File: src/rtl/mul_datapath_if.sv
// Handshake/data bundle between the multiplier control FSM (master) and its datapath (slave).
interface mul_datapath_if #(
    parameter int W  = 16,
    parameter int PW = 16
);
    logic [W-1:0]  data_in;
    logic          ldA;
    logic          ldB;
    logic          ldP;
    logic          clrP;
    logic          decB;
    logic          eqz;
    logic [PW-1:0] product;
    logic [W-1:0]  iter_cnt;
    logic          ovf;

    modport master (
        output data_in, ldA, ldB, ldP, clrP, decB,
        input  eqz, product, iter_cnt, ovf
    );

    modport slave (
        input  data_in, ldA, ldB, ldP, clrP, decB,
        output eqz, product, iter_cnt, ovf
    );
endinterface

File: src/rtl/mul_datapath.sv
// Repeated-addition multiplier datapath: registers A, down-counting B, accumulator P, iteration count.
// Define MUL_OVF_DETECT_EN to build the sticky carry-out overflow flag; otherwise ovf is tied low.
module mul_datapath #(
    parameter int W  = 16,
    parameter int PW = 16
) (
    input  logic          clk,
    input  logic          rst_n,
    mul_datapath_if.slave bus
);
    logic [W-1:0]  a_q, a_d;
    logic [W-1:0]  b_q, b_d;
    logic [W-1:0]  cnt_q, cnt_d;
    logic [PW-1:0] p_q, p_d;
    logic          b_nz;
    logic          add_en;

    assign b_nz   = (b_q != '0);
    // Gating on the pre-edge B absorbs the control's one-cycle lag on eqz.
    assign add_en = bus.ldP && !bus.clrP && b_nz;

    always_comb begin
        a_d = a_q;
        if (bus.ldA) a_d = bus.data_in;
    end

    always_comb begin
        b_d = b_q;
        if (bus.ldB)              b_d = bus.data_in;
        else if (bus.decB && b_nz) b_d = b_q - 1'b1;
    end

`ifdef MUL_OVF_DETECT_EN
    logic [PW:0] sum_ext;
    logic        ovf_q, ovf_d;

    assign sum_ext = {1'b0, p_q} + (PW + 1)'(a_q);

    always_comb begin
        p_d   = p_q;
        ovf_d = ovf_q;
        if (bus.clrP) begin
            p_d   = '0;
            ovf_d = 1'b0;
        end else if (add_en) begin
            p_d   = sum_ext[PW-1:0];
            ovf_d = ovf_q | sum_ext[PW];
        end
    end

    always_ff @(posedge clk or negedge rst_n) begin
        if (!rst_n) ovf_q <= 1'b0;
        else        ovf_q <= ovf_d;
    end

    assign bus.ovf = ovf_q;
`else
    always_comb begin
        p_d = p_q;
        if (bus.clrP)    p_d = '0;
        else if (add_en) p_d = p_q + PW'(a_q);
    end

    assign bus.ovf = 1'b0;
`endif

    always_comb begin
        cnt_d = cnt_q;
        if (bus.clrP)                    cnt_d = '0;
        else if (add_en && cnt_q != '1) cnt_d = cnt_q + 1'b1;
    end

    always_ff @(posedge clk or negedge rst_n) begin
        if (!rst_n) begin
            a_q   <= '0;
            b_q   <= '0;
            p_q   <= '0;
            cnt_q <= '0;
        end else begin
            a_q   <= a_d;
            b_q   <= b_d;
            p_q   <= p_d;
            cnt_q <= cnt_d;
        end
    end

    assign bus.eqz      = !b_nz;
    assign bus.product  = p_q;
    assign bus.iter_cnt = cnt_q;
endmodule

File: src/flat_wrapper.sv
// flat-port wrapper written by rule: the top's interface ports become plain ports
module mul_datapath_flat 
#(
    parameter int W  = 16,
    parameter int PW = 16
)
  (clk, rst_n, bus_data_in, bus_ldA, bus_ldB, bus_ldP, bus_clrP, bus_decB, bus_eqz, bus_product, bus_iter_cnt, bus_ovf);
  mul_datapath_if #(.W(W), .PW(PW)) bus_i ();
  input  logic clk;
  input  logic rst_n;
  input wire logic [$bits(bus_i.data_in)-1:0] bus_data_in;
  input wire logic [$bits(bus_i.ldA)-1:0] bus_ldA;
  input wire logic [$bits(bus_i.ldB)-1:0] bus_ldB;
  input wire logic [$bits(bus_i.ldP)-1:0] bus_ldP;
  input wire logic [$bits(bus_i.clrP)-1:0] bus_clrP;
  input wire logic [$bits(bus_i.decB)-1:0] bus_decB;
  output wire logic [$bits(bus_i.eqz)-1:0] bus_eqz;
  output wire logic [$bits(bus_i.product)-1:0] bus_product;
  output wire logic [$bits(bus_i.iter_cnt)-1:0] bus_iter_cnt;
  output wire logic [$bits(bus_i.ovf)-1:0] bus_ovf;
  assign bus_i.data_in = bus_data_in;
  assign bus_i.ldA = bus_ldA;
  assign bus_i.ldB = bus_ldB;
  assign bus_i.ldP = bus_ldP;
  assign bus_i.clrP = bus_clrP;
  assign bus_i.decB = bus_decB;
  assign bus_eqz = bus_i.eqz;
  assign bus_product = bus_i.product;
  assign bus_iter_cnt = bus_i.iter_cnt;
  assign bus_ovf = bus_i.ovf;
  mul_datapath #(.W(W), .PW(PW)) u_core (.clk(clk), .rst_n(rst_n), .bus(bus_i));
endmodule
File: config.mk
export PLATFORM = sky130hd
export DESIGN_NAME = mul_datapath_flat
export DESIGN_NICKNAME = d
export VERILOG_FILES = /design/src/rtl/mul_datapath_if.sv /design/src/rtl/mul_datapath.sv /design/src/flat_wrapper.sv
export SDC_FILE = /design/constraint.sdc
export NUM_CORES = 1
export LEC_CHECK = 0
export CAP_MARGIN = 30
export CORE_ASPECT_RATIO = 1.1
export CORE_MARGIN = 1
export CORE_UTILIZATION = 40
export CTS_CLUSTER_DIAMETER = 150
export CTS_CLUSTER_SIZE = 20
export DETAILED_ROUTE_END_ITERATION = 8
export HOLD_SLACK_MARGIN = 0.08
export PLACE_DENSITY_LB_ADDON = 0.1
export SYNTH_ARGS = -nofsm -noshare
export SYNTH_HDL_FRONTEND = slang
export SYNTH_SLANG_ARGS = --single-unit
export TNS_END_PERCENT = 20
File: constraint.sdc
create_clock -name clk -period 3.4 [get_ports clk]
set_input_delay 0.68 -clock clk [delete_from_list [all_inputs] [get_ports clk]]
set_output_delay 0.68 -clock clk [all_outputs]
set_load 0.005 [all_outputs]
==> impl_metrics.tcl, run 1 <==
set metrics [dict create \
    status "finished, final reports clean" \
    ir_worst_vdd_uv 206.5 \
    hold_class "primary input to async pin" \
    synthDistinctLibCells 56 \
    overflow 0 \
    critPathCapture "bus_eqz" \
    cts_resized 0 \
    cp_data_arrival_time_ns 2.51 \
    syn_nets 436 \
    cp_cell_sequence "or4_4 > or3_1 > nor4_1 > clkdlybuf4s50_1" \
    final-hold-violation-count 0 \
    ant_nets 0 \
    yosys.area.top_type_share_pct 42.64 \
    reg2regPathDepth 7 \
    finClkSkew_ns 0.009126 \
    finalCriticalPeriod_ns 3.188 \
    critical_path_buf_inv_count 1 \
    power.density_nw_per_um2 474.4 \
    syn_area_um2 3756 \
    synthCells 394 \
    cts-root-buf "clkbuf_8" \
    wl_um 8770 \
    routabilityCongestion 0.8074 \
    via_count 3120 \
    cap_violations 0 \
    drc_errors 0 \
    worstSetupStartpoint "u_core.b_q[5]" \
    setup_tns_ns 0 \
    worst_pin_slew_ns 0.9205 \
    start_util_pct 41.69 \
    fp.dieW_um 94.40 \
    die_h_um 103.6 \
    reg2reg_to "u_core.bus.product[15]" \
    r2r_start "u_core.b_q[5]" \
    period_share_pct 93.75 \
    clkSinkCount 64 \
    cp.required_ns 2.72 \
    final_core_util_pct 51.17 \
    io-pin-count 57 \
    ys_top_cells_by_count "dfrtp_1, nand2_1, nor2_1" \
    path_max_fanout 5 \
    yosysMostFrequentCell "dfrtp_1" \
    area_delta_synth_final_pct 22.72 \
    slowest_stage "or4_4" \
    ys.flop_type "dfrtp_1" \
    drt_iter0_drc 111 \
    timing.hold.ws_ns 0.5157 \
    grt_pass1_vias 2971 \
    core-area_um2 9009 \
    clk_pin_slew_ns 0.07 \
    synth_edf_count 0 \
    start_kind "register" \
    htreeDepth 3 \
    wire_per_inst_um 15.49 \
    track_usage_pct 19.03 \
    cpPeakStageDelay_ns 0.57 \
    regToRegSetupSlack_ns 0.67 \
    syn_avg_cell_area_um2 9.533 \
    numCtsBuffers 9 \
    cts_tree "yes" \
    hpwlAfterDp_um 5942 \
    end_kind "output pin" \
    clk_latency_ns 0.35 \
    via_per_inst 5.512 \
    synth_top_cell_by_area "dfrtp_1" \
    async_flop_share_pct 100.0 \
    yosysSeqAreaShare_pct 42.64 \
    yosysWarnings 0 \
    path_class "register to output pin" \
    drive_gt1_share_pct 9.735 \
    grt_pass1_wl_um 14430 \
    synth_area_leaders "dfrtp_1, xnor2_1, ha_1" \
    num_antenna_cells 0 \
    p_total_mw 2.187 \
    rows 36 \
    slew_headroom_pct 38.44 \
    synth-seq-cells 64 \
    path_depth 4 \
    p_leak_nw 1.903 \
    portBuffers 55 \
    postCtsSetupBuffers 0 \
    maxSlewViolCount 0 \
    final-setup-viol-count 0 \
    hold_buffers 0 \
    grt_setup_unrepaired "false" \
    cp_top_family "simple AND/OR/NAND/NOR gates" \
    fmax_ghz 0.3137 \
    grt_max_degree 65 \
    num-nets-final 489 \
    cts_max_path_buffers 2 \
    dr.pass1.iters 4 \
    dieArea_um2 9782 \
    antenna_found_initial 0 \
]
registers in the layout, indices dropped and copies added (netlist names):
signal               count
u_core.a_q              16
u_core.bus.iter_cnt     16
u_core.b_q              16
u_core.bus.product      16
area by class of cell:
cell class,instances,area [µm²]
multi-input combinational,300,2021
sequential,64,1602
fill,866,4399
clock buffer,10,137.6
timing repair buffer,59,575.6
tap,114,142.6
clock inverter,6,82.58
inverter,13,48.80
placed cells by master, fill, tap and decap left out, types with 15 or more instances in the layout:
cell / count
nor2_1: 31
a21oi_1: 20
nor3_1: 16
xnor2_1: 26
mux2_2: 15
nand2_1: 37
clkdlybuf4s50_1: 54
o21ai_0: 28
ha_1: 18
dfrtp_1: 64
cell families (layout without fill, tap and decap cells):
family          after synthesis  after routing  share of synthesized area (%)
compound gates               88             88                          15.42
simple gates                147            147                          20.05
fa+ha+maj                    19             19                          6.529
xor+xnor                     28             28                          6.529
other cells                   1              1                        0.09984
buf+inv                      30             88                          3.564
flops                        64             64                          42.64
mux                          17             17                          5.163
power breakdown:
group	switching [mW]	total [mW]	internal, mW
sequential	0.0710	0.907	0.836
combinational	0.270	0.545	0.275
clock	0.306	0.735	0.429
total	0.647	2.19	1.54
per-stage QoR:
stage	std cells	cell area (µm²)	setup WS, ns
after global placement	550	4389	0.6073
final	566	4609	0.2124
after global routing	566	4609	0.03786
after detailed placement	550	4389	0.5866
after floorplan	394	3756	0.9030
after CTS	566	4609	0.1960
worst reg2reg max path, cell delays in order (launching register included):
cell	delay, ns
dfrtp_1	0.42
or4_4	0.57
or4_4	0.57
o21ai_4	0.16
buf_4	0.37
nor2_1	0.10
a221oi_1	0.27
nand3_1	0.14
metal layers:
metal / up-vias / routed length [µm] / global-route usage [%]
met3: 9 / 405 / 4.772
li1: 1530 / - / -
met1: 1510 / 4126 / 25.01
met4: 0 / 124 / 7.473
met2: 71 / 4113 / 29.71
met5: - / 0 / 0
how the worst min path moves through the flow:
| stage | startpoint | to | slack [ns] | cells past startpoint |
|---|---|---|---|---|
| final | rst_n | u_core.a_q[2] | 0.52 | 2 |
| after global routing | u_core.a_q[14] | u_core.a_q[14] | 0.54 | 1 |
| after CTS | u_core.a_q[14] | u_core.a_q[14] | 0.53 | 1 |
| after detailed placement | u_core.a_q[14] | u_core.a_q[14] | 0.50 | 1 |
| after global placement | u_core.a_q[14] | u_core.a_q[14] | 0.51 | 1 |
| after floorplan | rst_n | u_core.a_q[0] | 0.38 | 0 |
Power figures use the tool's default switching activity.
==> run 2: changes to the inputs <==
CORE_UTILIZATION = 54   (was 40)
==> run 2 against run 1 <==
Against the previous run:
- core utilization increased by 17 points
- non-clock buffer count increased by 1
- routed wire length decreased by 5.0%
- fmax increased by 0.19%
- highest routed layer unchanged
==> impl_metrics.tcl, run 2 (synthesis results as in run 1) <==
set metrics [dict create \
    hold_buffers 0 \
    final-hold-violation-count 0 \
    num-nets-final 490 \
    start_util_pct 56.30 \
    setup_tns_ns 0 \
    overflow 0 \
    area_delta_synth_final_pct 21.79 \
    reg2reg_to "u_core.bus.iter_cnt[13]" \
    p_total_mw 2.162 \
    wire_per_inst_um 15.57 \
    final_core_util_pct 68.57 \
    r2r_start "u_core.b_q[5]" \
    clkSinkCount 64 \
    fp.dieW_um 81.52 \
    maxSlewViolCount 0 \
    cp.required_ns 2.72 \
    clk_pin_slew_ns 0.07 \
    core-area_um2 6671 \
    hpwlAfterDp_um 5771 \
    end_kind "output pin" \
    p_leak_nw 1.909 \
    grt_pass1_vias 2863 \
    cts-root-buf "clkbuf_8" \
    hold_class "primary input to async pin" \
    cts_tree "yes" \
    final-setup-viol-count 0 \
    final_area_um2 4574 \
    cap_violations 0 \
    io-pin-count 57 \
    die_h_um 89.47 \
    numCtsBuffers 9 \
    path_max_fanout 5 \
    finalCriticalPeriod_ns 3.182 \
    fill_cells 521 \
    fmax_ghz 0.3143 \
    htreeDepth 3 \
    antenna_found_initial 0 \
    cts_max_path_buffers 2 \
    reg2regPathDepth 7 \
    timing.hold.ws_ns 0.4886 \
    postCtsSetupBuffers 0 \
    track_usage_pct 24.50 \
    grt_setup_unrepaired "false" \
    regToRegSetupSlack_ns 0.66 \
    start_kind "register" \
    clk_latency_ns 0.34 \
    dr.pass1.iters 4 \
    grt_pass1_wl_um 13180 \
    drc_errors 0 \
    power.density_nw_per_um2 472.7 \
    finClkSkew_ns 0.006597 \
    num_antenna_cells 0 \
    status "finished, final reports clean" \
    routabilityCongestion 0.8423 \
    post-place-cells 519 \
    ir_worst_vdd_uv 309.5 \
    cts_resized 0 \
    rows 31 \
    setup_slack_ns 0.2184 \
    via_count 3118 \
    period_share_pct 93.58 \
    final_common_cell "dfrtp_1" \
    path_class "register to output pin" \
    worst_pin_slew_ns 0.9097 \
    mostFrequentLayoutCells "dfrtp_1, clkdlybuf4s50_1, nand2_1" \
    fin_cells 535 \
    slew_headroom_pct 39.17 \
    grt_max_degree 65 \
    ant_nets 0 \
    drive_gt1_share_pct 9.713 \
    drt_iter0_drc 122 \
    wl_um 8329 \
    place_ws_ns 0.5788 \
    via_per_inst 5.828 \
    dieArea_um2 7294 \
    placed_area_um2 4357 \
    portBuffers 55 \
    cp_data_arrival_time_ns 2.50 \
]
-- run 2: cell types whose count changed in the layout (fill, tap and decap cells not counted) --
| cell | change |
|---|---|
| clkbuf_1 | +1 |
| clkbuf_8 | +3 |
| clkinvlp_4 | -1 |
| buf_4 | +1 |
| clkinv_2 | -2 |
| bufinv_16 | -1 |
-- run 2: worst max path at each step --
stage	start	to	slack (ns)	cells past startpoint
5_1_grt	u_core.b_q[5]	bus_eqz	0.06	4
4_1_cts	u_core.b_q[5]	bus_eqz	0.19	4
3_3_place_gp	u_core.b_q[5]	bus_eqz	0.60	4
3_5_place_dp	u_core.b_q[5]	bus_eqz	0.58	4
2_1_floorplan	u_core.b_q[5]	u_core.bus.iter_cnt[14]	0.90	7
6_report	u_core.b_q[5]	bus_eqz	0.22	4
-- run 2: worst max-delay path, stage by stage (launching register included) --
cell	delay, ns
dfrtp_1	0.42
or4_4	0.56
or3_1	0.39
nor4_1	0.25
clkdlybuf4s50_1	0.54
-- run 2: area by class of cell --
| cell class | instances | area, µm² | share of cell area, % |
|---|---|---|---|
| clock buffer | 14 | 182.7 | 3.993 |
| clock inverter | 2 | 35.03 | 0.7659 |
| inverter | 13 | 48.80 | 1.067 |
| multi-input combinational | 300 | 2021 | 44.17 |
| sequential | 64 | 1602 | 35.01 |
| tap | 82 | 102.6 | 2.243 |
| timing repair buffer | 60 | 583.1 | 12.75 |
-- run 2: per-layer routing --
layer / up-vias / routed length (µm) / track usage (%) / share of wire, %
met2: 69 / 3962 / 40.15 / 48
li1: 1532 / - / - / -
met4: 0 / 88 / 8.766 / 1.1
met5: - / 0 / 0 / 0
met1: 1508 / 3873 / 30.63 / 47
met3: 9 / 405 / 7.245 / 4.9
-- run 2: power breakdown --
part	leakage [nW]	switching (mW)	internal, mW
clock network	0.113	0.293	0.418
logic	0.980	0.269	0.276
registers	0.816	0.0705	0.836
==> run 3: changes to the inputs <==
ABC_CLOCK_PERIOD_IN_PS = 3400   (was default)
==> results of run 3 <==
Same layout as run 2: the final DEF is identical, and so are final timing and power.
